--- src/rtl/sound_pkg.sv ---
// Shared types and melody ROM for the melody player.
//   mp_state_e : player FSM states
//   melody_e   : which melody is selected
//   note_hp()  : raw half-period (50 MHz clk cycles) of a note
//   last_idx() : index of the final note of a melody
package sound_pkg;

  typedef enum logic [1:0] {IDLE, PLAY, GAP} mp_state_e;
  typedef enum logic {MEL_WIN, MEL_LOSE} melody_e;

  // Half-periods in clk cycles at 50 MHz
  localparam logic [16:0] HP_C5 = 17'd47801;
  localparam logic [16:0] HP_E5 = 17'd37936;
  localparam logic [16:0] HP_G5 = 17'd31888;
  localparam logic [16:0] HP_C6 = 17'd23889;
  localparam logic [16:0] HP_G4 = 17'd63776;
  localparam logic [16:0] HP_E4 = 17'd75758;
  localparam logic [16:0] HP_C4 = 17'd95420;

  localparam int unsigned WIN_NOTES  = 4;
  localparam int unsigned LOSE_NOTES = 3;

  function automatic logic [16:0] note_hp(input melody_e mel, input logic [2:0] idx);
    logic [16:0] hp;
    hp = HP_C5;
    if (mel == MEL_WIN) begin
      case (idx)
        3'd0:    hp = HP_C5;
        3'd1:    hp = HP_E5;
        3'd2:    hp = HP_G5;
        default: hp = HP_C6;
      endcase
    end else begin
      case (idx)
        3'd0:    hp = HP_G4;
        3'd1:    hp = HP_E4;
        default: hp = HP_C4;
      endcase
    end
    return hp;
  endfunction

  function automatic logic [2:0] last_idx(input melody_e mel);
    return (mel == MEL_WIN) ? 3'(WIN_NOTES - 1) : 3'(LOSE_NOTES - 1);
  endfunction

endpackage

--- src/rtl/tone_divider.sv ---
// Square-wave generator: counts 0..half_period-1 and toggles tone on each wrap.
//   clk, resetN  : clock, async active-low reset
//   clear        : synchronous clear of counter and tone (takes priority)
//   run          : advance the counter
//   half_period  : half-period in cycles, must be >= 1
//   tone         : registered square-wave output
module tone_divider
  import sound_pkg::*;
(
  input  logic        clk,
  input  logic        resetN,
  input  logic        clear,
  input  logic        run,
  input  logic [16:0] half_period,
  output logic        tone
);

  logic [16:0] r_cnt;
  logic        r_tone;
  logic        w_wrap;

  assign w_wrap = (r_cnt == half_period - 17'd1);

  always_ff @(posedge clk or negedge resetN) begin
    if (!resetN) begin
      r_cnt  <= '0;
      r_tone <= 1'b0;
    end else if (clear) begin
      r_cnt  <= '0;
      r_tone <= 1'b0;
    end else if (run) begin
      if (w_wrap) begin
        r_cnt  <= '0;
        r_tone <= ~r_tone;
      end else begin
        r_cnt <= r_cnt + 17'd1;
      end
    end
  end

  assign tone = r_tone;

endmodule

--- src/rtl/melody_player.sv ---
// Plays a fixed win or lose melody as a square wave.
//   clk, resetN : clock, async active-low reset
//   win, lose   : one-cycle trigger pulses (win has priority, ignored while busy)
//   mute        : forces tone_out low without affecting sequencing
//   tone_out    : square-wave audio
//   busy        : high while a melody is playing
//   note_idx    : index of the current note
//   done        : one-cycle pulse on the last cycle of the last note
module melody_player
  import sound_pkg::*;
#(
  parameter int unsigned NOTE_LEN  = 12_500_000,
  parameter int unsigned GAP_LEN   = 2_500_000,
  parameter int unsigned DIV_SHIFT = 0
) (
  input  logic       clk,
  input  logic       resetN,
  input  logic       win,
  input  logic       lose,
  input  logic       mute,
  output logic       tone_out,
  output logic       busy,
  output logic [2:0] note_idx,
  output logic       done
);

  localparam logic [31:0] NOTE_LAST = 32'(NOTE_LEN - 1);
  localparam logic [31:0] GAP_LAST  = 32'(GAP_LEN - 1);

  mp_state_e   r_state, w_state_d;
  melody_e     r_mel, w_mel_d;
  logic [2:0]  r_note_idx, w_idx_d;
  logic [31:0] r_timer, w_timer_d;
  logic        r_busy, r_done, r_mute;

  logic [16:0] w_hp_raw, w_hp_shift, w_hp;
  logic        w_div_clear;
  logic        w_tone;

  always_comb begin
    w_state_d = r_state;
    w_mel_d   = r_mel;
    w_idx_d   = r_note_idx;
    w_timer_d = r_timer;
    unique case (r_state)
      IDLE: begin
        if (win || lose) begin
          w_mel_d   = win ? MEL_WIN : MEL_LOSE;
          w_idx_d   = 3'd0;
          w_timer_d = '0;
          w_state_d = PLAY;
        end
      end
      PLAY: begin
        if (r_timer == NOTE_LAST) begin
          w_timer_d = '0;
          w_state_d = (r_note_idx == last_idx(r_mel)) ? IDLE : GAP;
        end else begin
          w_timer_d = r_timer + 32'd1;
        end
      end
      GAP: begin
        if (r_timer == GAP_LAST) begin
          w_timer_d = '0;
          w_idx_d   = r_note_idx + 3'd1;
          w_state_d = PLAY;
        end else begin
          w_timer_d = r_timer + 32'd1;
        end
      end
      default: w_state_d = IDLE;
    endcase
  end

  // busy and done are computed from next-state so they are registered yet line up
  // exactly with the cycle they describe.
  always_ff @(posedge clk or negedge resetN) begin
    if (!resetN) begin
      r_state    <= IDLE;
      r_mel      <= MEL_WIN;
      r_note_idx <= 3'd0;
      r_timer    <= '0;
      r_busy     <= 1'b0;
      r_done     <= 1'b0;
      r_mute     <= 1'b0;
    end else begin
      r_state    <= w_state_d;
      r_mel      <= w_mel_d;
      r_note_idx <= w_idx_d;
      r_timer    <= w_timer_d;
      r_busy     <= (w_state_d != IDLE);
      r_done     <= (w_state_d == PLAY) && (w_timer_d == NOTE_LAST) &&
                    (w_idx_d == last_idx(w_mel_d));
      r_mute     <= mute;
    end
  end

  assign w_hp_raw   = note_hp(r_mel, r_note_idx);
  assign w_hp_shift = w_hp_raw >> DIV_SHIFT;
  assign w_hp       = (w_hp_shift == 17'd0) ? 17'd1 : w_hp_shift;

  // Clear on PLAY entry and whenever the next cycle is not PLAY, so every note
  // starts low and tone is 0 in GAP/IDLE.
  assign w_div_clear = (r_state != PLAY) || (w_state_d != PLAY);

  tone_divider u_tone_divider (
    .clk         (clk),
    .resetN      (resetN),
    .clear       (w_div_clear),
    .run         (1'b1),
    .half_period (w_hp),
    .tone        (w_tone)
  );

  assign tone_out = w_tone & ~r_mute;
  assign busy     = r_busy;
  assign note_idx = r_note_idx;
  assign done     = r_done;

endmodule

--- config.mk ---
export PLATFORM = sky130hd
export DESIGN_NAME = melody_player
export DESIGN_NICKNAME = d
export VERILOG_FILES = /design/src/rtl/sound_pkg.sv /design/src/rtl/tone_divider.sv /design/src/rtl/melody_player.sv
export SDC_FILE = /design/constraint.sdc
export NUM_CORES = 1
export LEC_CHECK = 0
export CAP_MARGIN = 20
export CELL_PAD_IN_SITES_DETAIL_PLACEMENT = 1
export CELL_PAD_IN_SITES_GLOBAL_PLACEMENT = 2
export CORE_MARGIN = 1
export CORE_UTILIZATION = 39
export DETAILED_ROUTE_END_ITERATION = 7
export GPL_TIMING_DRIVEN = 0
export PLACE_DENSITY = 0.86
export SLEW_MARGIN = 20
export SYNTH_ARGS = -nofsm -noshare
export SYNTH_HDL_FRONTEND = slang
export SYNTH_HIERARCHICAL = 1
export SYNTH_SLANG_ARGS = --single-unit
--- constraint.sdc ---
create_clock -name clk -period 4.2 [get_ports clk]
set_input_delay 0.84 -clock clk [delete_from_list [all_inputs] [get_ports clk]]
set_output_delay 0.84 -clock clk [all_outputs]
set_load 0.005 [all_outputs]
==> impl_results.md, run 1 <==
- Status: finished, final reports clean
- Root buf cell: clkbuf_16
- Worst-Skew Late Latency: 350 ps
- RR Startpoint: note_idx[0]$_DFF_PN0_
- Post-synth top cells: 61 x nor2_1, 59 x dfrtp_1, 59 x nand2_1
- DRT Wirelength: 16.1 mm
- Post-synth cell types: 82
- Critical Path AT: 4340 ps
- Clock power share: 39.6%
- CTS tree: built
- Routed len/inst: 21.1 µm
- Hold Buf Count CTS: 0
- Fmax: 245 MHz
- Gr usage total: 26.8%
- RSZ-0062 raised after global routing: no
- Startpoint Class: input port
- Top-count cell post-synth: nor2_1
- Max VDD drop: 0.000258 V
- Synth Instances: 584
- EDFF count, synth: 0
- Total of warnings raised by yosys: 6
- Largest net degree at the start of global routing: 53
- Worst path required time: 4460 ps
- Io pins: 11
- Worst-margin pin slew: 996 ps
- Layout area overhead: 14.2%
- P_leak: 2.22 nW
- Nets: 624
- GPL Wtd Cong: 0.952
- Pwr/cell area: 373 nW/µm²
- Seq cells post-synth: 59
- Crit share post-route: 97.3%
- Setup slack at placement: -238 ps
- Dpl cell area: 5130 µm²
- Minimum clock period: 4090 ps
- Via Count: 4708
- Dpl hpwl: 12.0 mm
- Critical-path top delay cell: or4_2
- Top post-synthesis cells by area: dfrtp_1 31%, nor2_1 4.8%, nand2_1 4.6%, xnor2_1 3.8%, nand4_1 3.6%
- Global-route wire length before repair: 26.3 mm
- WP buf/inv: 3
- Sink Count: 59
- Die area: 12800 µm²
- Final hold slack: 311 ps
- Clk_skew: 10.3 ps
- Clock-pin slew on the worst setup and hold paths: 60 ps
- Core ar.: 12000 µm²
- Remaining global-route overflow: 0
- Sequential share of power: 32.4%
- Switch Pwr: 0.686 mW
- Vias in the first global route: 4830
- Initial antenna violation count: 0
- Final instance area: 5490 µm²
- ANT nets after route: 0
- Worst Path Max Fanout: 10
- Register area share after synthesis: 30.7%
- Switching Fraction: 33.5%
- Row cnt: 40
- Slew headroom: 33.0%
- Max_cap viols: 0
- Pre-Repair DR Iteration Count: 5
- Syn Area/Cell: 8.23 µm²
- CP Launch Point: lose
- Fraction of registers with async set/reset: 100%
- Int Pwr: 1.37 mW
- Clock Tree Buf Depth: 2
- Post-synth top area cell: dfrtp_1
- Worst Slack Setup Final: 114 ps
- Port buffer count: 10
- Comb pwr share: 27.9%
- Cell mode on critical path: clkbuf_1
- Tightest Hold Check Type: in -> async
- Slew Viols, Final: 0
- Final Hold Fails: 0
- CP Cell Sequence: clkdlybuf4s50_1, or4_2, and2_1, clkbuf_1, clkbuf_1, o211ai_1, o311ai_0, a2111oi_0, nand4b_1, nor4_2
- Crit. End Element: flip-flop
- Placed insts: 746
- Drt drc: 0
- Starting density of the core: 40.0%
- Reg-to-reg slack, setup: 300 ps
- Post-Layout Cell Count: 763
- Die width: 113 µm
- Via density: 6.17
- Syn Std Cell Area: 4810 µm²
- Setup violations, final: 0
- # diodes: 0
- Die H: 113 µm
- H-tree depth: 3
- Slowest Stage Delay on Critical Path: 680 ps
- Share of cells above drive strength 1: 13.0%
- Top-area cell type share of the netlist area: 30.7%
- Predominant post-synthesis flop cell: dfrtp_1
- CTS buffer count: 9
- Crit Path Class: in -> reg
- Largest delay contributor family on the critical path: simple AND/OR/NAND/NOR gates
- Starting DRT DRC Count: 237
[routing by layer]
metal	part of all wire, %	up-vias	global-route usage, %	wire length (µm)
li1	-	2203	-	-
met1	42	2340	31.8	6830
met2	50	128	47.3	8110
met4	3.3	0	12.1	524
met5	0	-	0	0
met3	4.0	37	4.55	644
[cell families (layout without fill, tap and decap cells)]
kind of cell	count (synthesis)	count (layout)	synth area share, %
multiplexers	8	8	1.69
XOR/XNOR	41	41	7.78
buffers and inverters	58	86	6.69
flip-flops	59	59	30.7
adder cells (fa/ha/maj)	7	7	1.82
AO/OA/AOI/OAI	120	120	17.4
other	1	5	0.0780
AND/OR/NAND/NOR	290	290	33.8
[worst register-to-register path, stage by stage, from the launching register on]
cell and delay (ps):
dfrtp_2 470, inv_1 100, ha_1 160, clkbuf_1 360, nor3_1 90, o21ai_0 240, nand2_1 230, nor4_2 580
nand2_1 150, xor2_1 190, o41ai_1 320, o211ai_1 140, buf_4 190, or4_1 470, a21oi_1 140
[registers in the layout (all words and copies together), names as in the netlist]
name / flops
done: 1
r_mute: 1
r_mel: 1
busy: 1
u_tone_divider/tone: 1
r_timer: 32
u_tone_divider/r_cnt: 17
r_state: 2
note_idx: 3
[what timing repair did]
| action | 4_1_cts | 5_1_grt |
|---|---|---|
| endpoints found under the setup margin | 10 | 19 |
| pin swaps | 1 | 1 |
| resized for setup | 0 | 11 |
| setup buffers | 1 | 1 |
| endpoints found under the hold margin | 0 | 0 |
[final cells by class]
type / count / area (µm²)
Tap cell: 147 / 184
Buffer: 36 / 241
Sequential cell: 59 / 1480
Multi-Input combinational cell: 471 / 3050
Clock inverter: 5 / 77.6
Clock buffer: 10 / 239
Fill cell: 1468 / 6520
Timing Repair Buffer: 13 / 140
Inverter: 22 / 86.3
[power groups by stage]
stage | Sequential [mW] | Combinational, mW | Clock (mW)
4_1_cts | 0.665 | 0.563 | 0.820
6_report | 0.666 | 0.573 | 0.813
2_1_floorplan | 0.656 | 0.422 | 0
5_1_grt | 0.670 | 0.632 | 0.846
3_5_place_dp | 0.673 | 0.558 | 0
3_3_place_gp | 0.670 | 0.535 | 0
[path summary, 6_finish.rpt]
kind / depth (start not counted) / endpoint
max: 10 / done$_DFF_PN0_
min: 1 / u_tone_divider/r_cnt[6]$_DFFE_PN0P_
max reg2reg: 14 / u_tone_divider/tone$_DFFE_PN0P_
min reg2reg: 1 / r_timer[0]$_DFF_PN0_
max in group asynchronous: 2 / r_timer[6]$_DFF_PN0_
min in group clk: 1 / r_timer[0]$_DFF_PN0_
[layout by cell type (no fill, tap or decap), drive strengths merged, types with 5 or more instances in the layout]
cell           netlist  final
nor2                62     62
nand2               59     59
dfrtp               59     59
o21ai               34     34
nand4               29     29
clkbuf              18     28
nand3               25     25
nor3                22     22
inv                 21     21
xnor2               21     21
a21oi               21     21
buf                 17     21
xor2                19     19
nor4                18     18
o31ai               10     10
and3                 9      9
clkdlybuf4s50        0      9
or4                  9      9
a211oi               9      9
a31oi                8      8
or3                  7      7
mux2i                7      7
o211ai               7      7
ha                   7      7
nand4b               6      6
and2                 6      6
and4                 5      5
nor2b                5      5
conb                 1      5
or2                  5      5
or4b                 5      5
[metrics by stage]
step | TNS (ps) | utilization (%) | power, mW
finish | 0 | 45.7 | 2.05
detailed placement | -881 | 42.7 | 1.23
global route | 0 | 45.7 | 2.15
floorplan | 0 | - | 1.08
CTS | 0 | 45.4 | 2.05
global placement | -205 | 42.5 | 1.21
(Power assumes the default switching activity.)
==> run 2, diff against run 1 <==
--- a/config.mk
+++ b/config.mk
@@ -8,13 +8,13 @@
 export CAP_MARGIN = 20
 export CELL_PAD_IN_SITES_DETAIL_PLACEMENT = 1
 export CELL_PAD_IN_SITES_GLOBAL_PLACEMENT = 2
+export CORE_ASPECT_RATIO = 1.2
 export CORE_MARGIN = 1
 export CORE_UTILIZATION = 39
 export DETAILED_ROUTE_END_ITERATION = 7
 export GPL_TIMING_DRIVEN = 0
-export PLACE_DENSITY = 0.86
+export PLACE_DENSITY = 0.85
 export SLEW_MARGIN = 20
 export SYNTH_ARGS = -nofsm -noshare
 export SYNTH_HDL_FRONTEND = slang
-export SYNTH_HIERARCHICAL = 1
 export SYNTH_SLANG_ARGS = --single-unit
==> impl_results.md, run 2 <==
- Predominant post-synthesis flop cell: dfrtp_1
- Post-CTS setup buffers: 0 (-1)
- Setup violations, final: 0 (unchanged)
- Gr usage total: 27.0% (+0.20 points)
- Top-area cell type share of the netlist area: 35.4% (+4.7 points)
- Top layer reached by signal wires: met4
- Top-count cell post-synth: dfrtp_1
- Final Core Density: 45.9% (+0.15 points)
- Starting density of the core: 39.9% (-0.15 points)
- Slew headroom: 53.3% (+20 points)
- FILL cells: 1276 (-13%)
- GPL Wtd Cong: 0.878 (-7.8%)
- Initial antenna violation count: 0 (unchanged)
- Post-synth cell types: 75 (-8.5%)
- Layout area overhead: 15.0%
- RSZ-0062 raised after global routing: no
- Core ar.: 10500 µm² (-13%)
- Syn Nets: 501
- Worst Slack Setup Final: 241 ps (+127 ps)
- Worst Path Max Fanout: 10 (unchanged)
- Reg-to-reg slack, setup: 240 ps (-60 ps)
- RR Startpoint: r_timer[0]$_DFF_PN0_
- DR WL met3: 476 µm (-26%)
- RR Endpoint: done$_DFF_PN0_
- Post-Layout Cell Count: 644 (-16%)
- Setup slack at placement: -244 ps (-6.36 ps)
- Max_cap viols: 0 (unchanged)
- CTS buffer count: 9 (unchanged)
- Via Count: 3993 (-15%)
- Die width: 96.4 µm (-15%)
- ANT nets after route: 0 (unchanged)
- Final hold slack: 443 ps (+132 ps)
- Register area share after synthesis: 35.4% (+4.7 points)
- Status: finished, final reports clean
- Placed insts: 629 (-16%)
- Tightest Hold Check Type: in -> async
- Fraction of registers with async set/reset: 100% (unchanged)
- Met2 WL: 7.07 mm (-13%)
- Pre-Repair DR Iteration Count: 4 (-1)
- Post-route setup TNS: 0 ps (unchanged)
- Worst-margin pin slew: 690 ps (-305 ps)
- Dpl hpwl: 10.1 mm (-15%)
- Largest net degree at the start of global routing: 31 (-42%)
- Clock Tree Buf Depth: 2 (unchanged)
- Crit share post-route: 94.3% (-3.0 points)
- Clk_skew: 9.67 ps (-0.603 ps)
- Minimum clock period: 3960 ps (-127 ps)
- Routed len/inst: 21.5 µm (+2.0%)
- Crit Path Class: reg -> reg
- Share of cells above drive strength 1: 11.5% (-1.5 points)
- Most frequent cells in the layout: 59 x dfrtp_1, 46 x nand2_1, 41 x nor2_1
- Hold Buf Count CTS: 0 (unchanged)
- Total of warnings raised by yosys: 0 (-6)
- Seq cells post-synth: 59 (unchanged)
- Port buffer count: 10 (unchanged)
- EDFF count, synth: 0 (unchanged)
- Via density: 6.20 (+0.49%)
- Die H: 115 µm (+2.0%)
- H-tree depth: 3 (unchanged)
- Post_cts resized: 2 (+2)
- Max VDD drop: 0.000168 V (-35%)
- Startpoint Class: flip-flop
- P_leak: 2.00 nW (-9.9%)
- Critical Path AT: 4190 ps (-150 ps)
- Slew Viols, Final: 0 (unchanged)
- CTS tree: built
- Nets: 522 (-16%)
- Worst-Skew Late Latency: 340 ps (about the same)
- Row cnt: 41 (+2.5%)
- Largest Register: r_timer
- Post-synth top area cell: dfrtp_1
- Crit. End Element: flip-flop
- Pwr/cell area: 299 nW/µm² (-20%)
- Syn Area/Cell: 8.54 µm² (+3.7%)
- Die area: 11100 µm² (-13%)
- Post-synth top cells: 59 x dfrtp_1, 46 x nand2_1, 41 x nor2_1
- Vias in the first global route: 4212 (-13%)
- Remaining global-route overflow: 0 (unchanged)
- Sink Count: 59 (unchanged)
- Global-route wire length before repair: 22.3 mm (-16%)
- Io pins: 11 (unchanged)
- Starting DRT DRC Count: 223 (-5.9%)
- Drt drc: 0 (unchanged)
- Top post-synthesis cells by area: dfrtp_1 35%, nand2_1 4.1%, o21ai_0 4.0%, nor2_1 3.7%, nand3_1 3.1%
- Final Hold Fails: 0 (unchanged)
- Synth Instances: 489 (-16%)
- Clock-pin slew on the worst setup and hold paths: 50 ps (about the same)
- Routed length on met1: 5.86 mm (-14%)
- Fmax: 253 MHz (+3.2%)
- # diodes: 0 (unchanged)
- Reg2reg path depth: 10 (-4)
- Largest register FFs: 32 (unchanged)
- Root buf cell: clkbuf_16
- Worst path required time: 4440 ps (-20 ps)
- Commonest non-fill, non-tap cell in the layout: dfrtp_1
- Syn Std Cell Area: 4170 µm² (-13%)
- DRT Wirelength: 13.9 mm (-14%)
-- run 2: layer usage --
layer,track usage [%],vias to the layer above
met5,0,-
met4,14.7,0
met3,6.02,33
met2,46.4,75
met1,30.5,2028
li1,-,1857
-- run 2: logic make-up (layout without fill, tap and decap cells) --
| family | after synthesis | count (layout) | synth area share [%] |
|---|---|---|---|
| AND/OR/NAND/NOR | 221 | 221 | 29.9 |
| adder cells (fa/ha/maj) | 7 | 7 | 2.10 |
| flip-flops | 59 | 59 | 35.4 |
| multiplexers | 6 | 6 | 1.44 |
| XOR/XNOR | 21 | 21 | 4.41 |
| buffers and inverters | 48 | 74 | 5.70 |
| AO/OA/AOI/OAI | 127 | 127 | 21.1 |
-- run 2: critical path: stages, from the launching register on --
cell and delay, ps:
dfrtp_1 490, ha_1 350, nand4_1 190, or4_1 670
o21ai_4 270, nand2_1 190, buf_2 250, a221o_1 360
nor4b_1 580, nand4_2 200, nor4_2 310
-- run 2: cell type report --
cell class | count | area (µm²) | area share [%]
multi-input combinational | 382 | 2460 | 51.3
sequential | 59 | 1480 | 30.8
clock buffer | 9 | 225 | 4.69
buffer | 31 | 181 | 3.78
tap | 129 | 161 | 3.36
timing repair buffer | 11 | 118 | 2.45
clock inverter | 7 | 116 | 2.42
inverter | 16 | 60.1 | 1.25
-- run 2: worst max path at each step --
| stage | start | cells past startpoint | slack (ps) | to |
|---|---|---|---|---|
| final | r_timer[0]$_DFF_PN0_ | 10 | 240 | done$_DFF_PN0_ |
| after global routing | note_idx[1]$_DFF_PN0_ | 15 | 4 | u_tone_divider.r_cnt[1]$_DFF_PN0_ |
| after CTS | note_idx[1]$_DFF_PN0_ | 15 | 30 | u_tone_divider.r_cnt[15]$_DFF_PN0_ |
| after detailed placement | note_idx[1]$_DFF_PN0_ | 17 | -240 | u_tone_divider.r_cnt[15]$_DFF_PN0_ |
| after global placement | note_idx[1]$_DFF_PN0_ | 17 | -90 | u_tone_divider.r_cnt[15]$_DFF_PN0_ |
| after floorplan | note_idx[0]$_DFF_PN0_ | 16 | 670 | u_tone_divider.r_cnt[10]$_DFF_PN0_ |
-- run 2: power breakdown --
group	switching (mW)	leakage, nW	internal [mW]
logic	0.0127	1.13	0.00511
registers	0.000120	0.699	0.569
clock network	0.270	0.165	0.578
-- run 2: per-stage QoR --
| step | total power, mW | cell area (µm²) |
|---|---|---|
| final | 1.44 | 4800 |
| after global placement | 0.596 | 4440 |
| after floorplan | 0.580 | 4170 |
| after detailed placement | 0.599 | 4450 |
| after CTS | 1.46 | 4790 |
| after global routing | 1.48 | 4800 |
==> run 3, diff against run 2 <==
--- a/config.mk
+++ b/config.mk
@@ -14,7 +14,7 @@
 export DETAILED_ROUTE_END_ITERATION = 7
 export GPL_TIMING_DRIVEN = 0
 export PLACE_DENSITY = 0.85
-export SLEW_MARGIN = 20
+export SLEW_MARGIN = 5
 export SYNTH_ARGS = -nofsm -noshare
 export SYNTH_HDL_FRONTEND = slang
 export SYNTH_SLANG_ARGS = --single-unit
==> impl_results.md, run 3 (synthesis gave the netlist of run 2 again) <==
- Layout area overhead: 13.8%
- Core ar.: 10500 µm² (unchanged)
- Final Core Density: 45.4% (-0.50 points)
- DRT Wirelength: 13.8 mm (-0.43%)
- Sequential share of power: 41.1% (+1.4 points)
- Via density: 6.20 (about the same)
- Post-CTS setup buffers: 0 (unchanged)
- Nets: 520 (-0.38%)
- Largest register FFs: 32 (unchanged)
- Startpoint Class: flip-flop
- Routed len/inst: 21.5 µm (-0.12%)
- Pre-Repair DR Iteration Count: 4 (unchanged)
- Max VDD drop: 0.000161 V (-4.1%)
- Clock power share: 57.7% (-1.4 points)
- FILL cells: 1252 (-1.9%)
- Comb pwr share: 1.1% (about the same)
- Switching Fraction: 21.2% (+1.5 points)
- Sequential cell area: 1480 µm² (unchanged)
- Reg-to-reg slack, setup: 130 ps (-110 ps)
- Pwr/cell area: 291 nW/µm² (-2.5%)
- Drt drc: 0 (unchanged)
- Critical Path AT: 4300 ps (+110 ps)
- Die H: 115 µm (unchanged)
- Fmax: 246 MHz (-2.8%)
- Largest net degree at the start of global routing: 60 (+94%)
- Reg2reg path depth: 10 (unchanged)
- Tightest Hold Check Type: in -> async
- Placed insts: 628 (-0.16%)
- Crit Path Class: reg -> reg
- Hold Buf Count CTS: 0 (unchanged)
- Remaining global-route overflow: 0 (unchanged)
- Crit share post-route: 97.0% (+2.7 points)
- Largest Register: r_timer
- Via Count: 3979 (-0.35%)
- Most frequent cells in the layout: 59 x dfrtp_1, 46 x nand2_1, 41 x nor2_1
- Tot Pwr: 1.38 mW (-3.6%)
- Final Hold Fails: 0 (unchanged)
- Worst-margin pin slew: 821 ps (+130 ps)
- Post-Layout Cell Count: 642 (-0.31%)
- Minimum clock period: 4070 ps (+114 ps)
- Final instance area: 4750 µm² (-1.1%)
- RR Startpoint: r_timer[15]$_DFF_PN0_
- Die width: 96.4 µm (unchanged)
- Dpl cell area: 4430 µm² (-0.45%)
- CTS buffer count: 9 (unchanged)
- Max_cap viols: 0 (unchanged)
- Status: finished, final reports clean
- Area of the multi-input gates: 2460 µm² (unchanged)
- Worst-Skew Late Latency: 330 ps (about the same)
- # diodes: 0 (unchanged)
- Dpl hpwl: 9.98 mm (-1.4%)
- Sink Count: 59 (unchanged)
- CP Launch Point: r_timer[15]$_DFF_PN0_
- Slew Viols, Final: 0 (unchanged)
- CTS tree: built
- RR Endpoint: done$_DFF_PN0_
- Port buffer count: 10 (unchanged)
- Starting density of the core: 39.9% (unchanged)
- ANT nets after route: 0 (unchanged)
- Commonest non-fill, non-tap cell in the layout: dfrtp_1
- Starting DRT DRC Count: 204 (-8.5%)
- Slew headroom: 45.3% (-8.1 points)
- Worst path required time: 4430 ps (about the same)
- Clock Tree Buf Depth: 2 (unchanged)
- Clk_skew: 5.24 ps (-4.43 ps)
- Worst setup path end: done$_DFF_PN0_
- Global-route wire length before repair: 22.4 mm (+0.71%)
- Worst Path Max Fanout: 10 (unchanged)
- Crit. End Element: flip-flop
- H-tree depth: 3 (unchanged)
- GPL Wtd Cong: 0.878 (unchanged)
- Gr usage total: 27.0% (+0.027 points)
- Initial antenna violation count: 0 (unchanged)
- Share of cells above drive strength 1: 10.7% (-0.74 points)
- Setup violations, final: 0 (unchanged)
- Row cnt: 41 (unchanged)
- Vias in the first global route: 4209 (-0.071%)
- Die area: 11100 µm² (unchanged)
- RSZ-0062 raised after global routing: no
- Switch Pwr: 0.293 mW (+3.7%)
- Root buf cell: clkbuf_16
- Clock-pin slew on the worst setup and hold paths: 60 ps (about the same)
- P_leak: 1.97 nW (-1.5%)
- Int Pwr: 1.09 mW (-5.4%)
- Io pins: 11 (unchanged)
run 3: changes by cell type in the layout (fill, tap and decap cells not counted):
cell,previous run,this run
clkbuf_2,7,4
clkbuf_1,12,14
buf_12,2,1
bufinv_16,3,2
clkinv_2,2,3
clkinv_4,1,0
inv_6,0,1
o21ai_0,32,33
o21ai_1,2,1
run 3: worst max-delay path, stage by stage (launching register included):
cell and delay, ps:
dfrtp_1 470, or4b_1 500, or4_1 550, buf_2 180, o21ai_2 210, clkbuf_1 570
a22oi_1 210, a21o_1 220, nor4b_1 550, nand4_2 200, nor4_2 310
run 3: through the flow:
stage          TNS [ps]  setup WS, ps  hold WS [ps]
3_5_place_dp      -2490          -260           569
5_1_grt               0          50.3           613
3_3_place_gp       -820         -87.9           539
2_1_floorplan         0           668           481
6_report              0           127           569
4_1_cts               0          22.6           577
run 3: worst min-delay path by stage:
stage | startpoint | to | slack, ps | cells past startpoint
2_1_floorplan | u_tone_divider.r_cnt[0]$_DFF_PN0_ | u_tone_divider.r_cnt[0]$_DFF_PN0_ | 480 | 1
3_3_place_gp | r_timer[1]$_DFF_PN0_ | r_timer[1]$_DFF_PN0_ | 540 | 2
3_5_place_dp | r_timer[1]$_DFF_PN0_ | r_timer[1]$_DFF_PN0_ | 570 | 2
4_1_cts | r_timer[1]$_DFF_PN0_ | r_timer[1]$_DFF_PN0_ | 580 | 2
5_1_grt | r_timer[17]$_DFF_PN0_ | r_timer[17]$_DFF_PN0_ | 610 | 1
6_report | resetN | r_timer[13]$_DFF_PN0_ | 570 | 1
run 3: routing by layer:
layer  routed length (µm)  share of wire (%)  GRT usage (%)
met1                 5750                 42           32.0
met2                 7120                 52           47.4
met3                  521                3.8           4.10
met4                  411                3.0           12.3
met5                    0                  0              0
run 3: power groups by stage:
stage / Combinational [mW] / Sequential [mW] / Clock, mW
finish: 0.0157 / 0.569 / 0.799
floorplan: 0.000247 / 0.580 / 0
CTS: 0.0167 / 0.569 / 0.809
detailed placement: 0.0168 / 0.579 / 0
global placement: 0.0166 / 0.580 / 0
global route: 0.0186 / 0.569 / 0.830
run 3: area by class of cell:
cell class	instances	area share [%]
Sequential cell	59	31.1
Clock inverter	7	1.92
Inverter	16	1.26
Tap cell	129	3.40
Timing Repair Buffer	10	2.06
Multi-Input combinational cell	382	51.9
Buffer	30	3.66
Clock buffer	9	4.74
run 3: timing repair:
action,CTS,global route
resized for setup,2,5
pin swaps,0,0
setup endpoints to repair,10,11
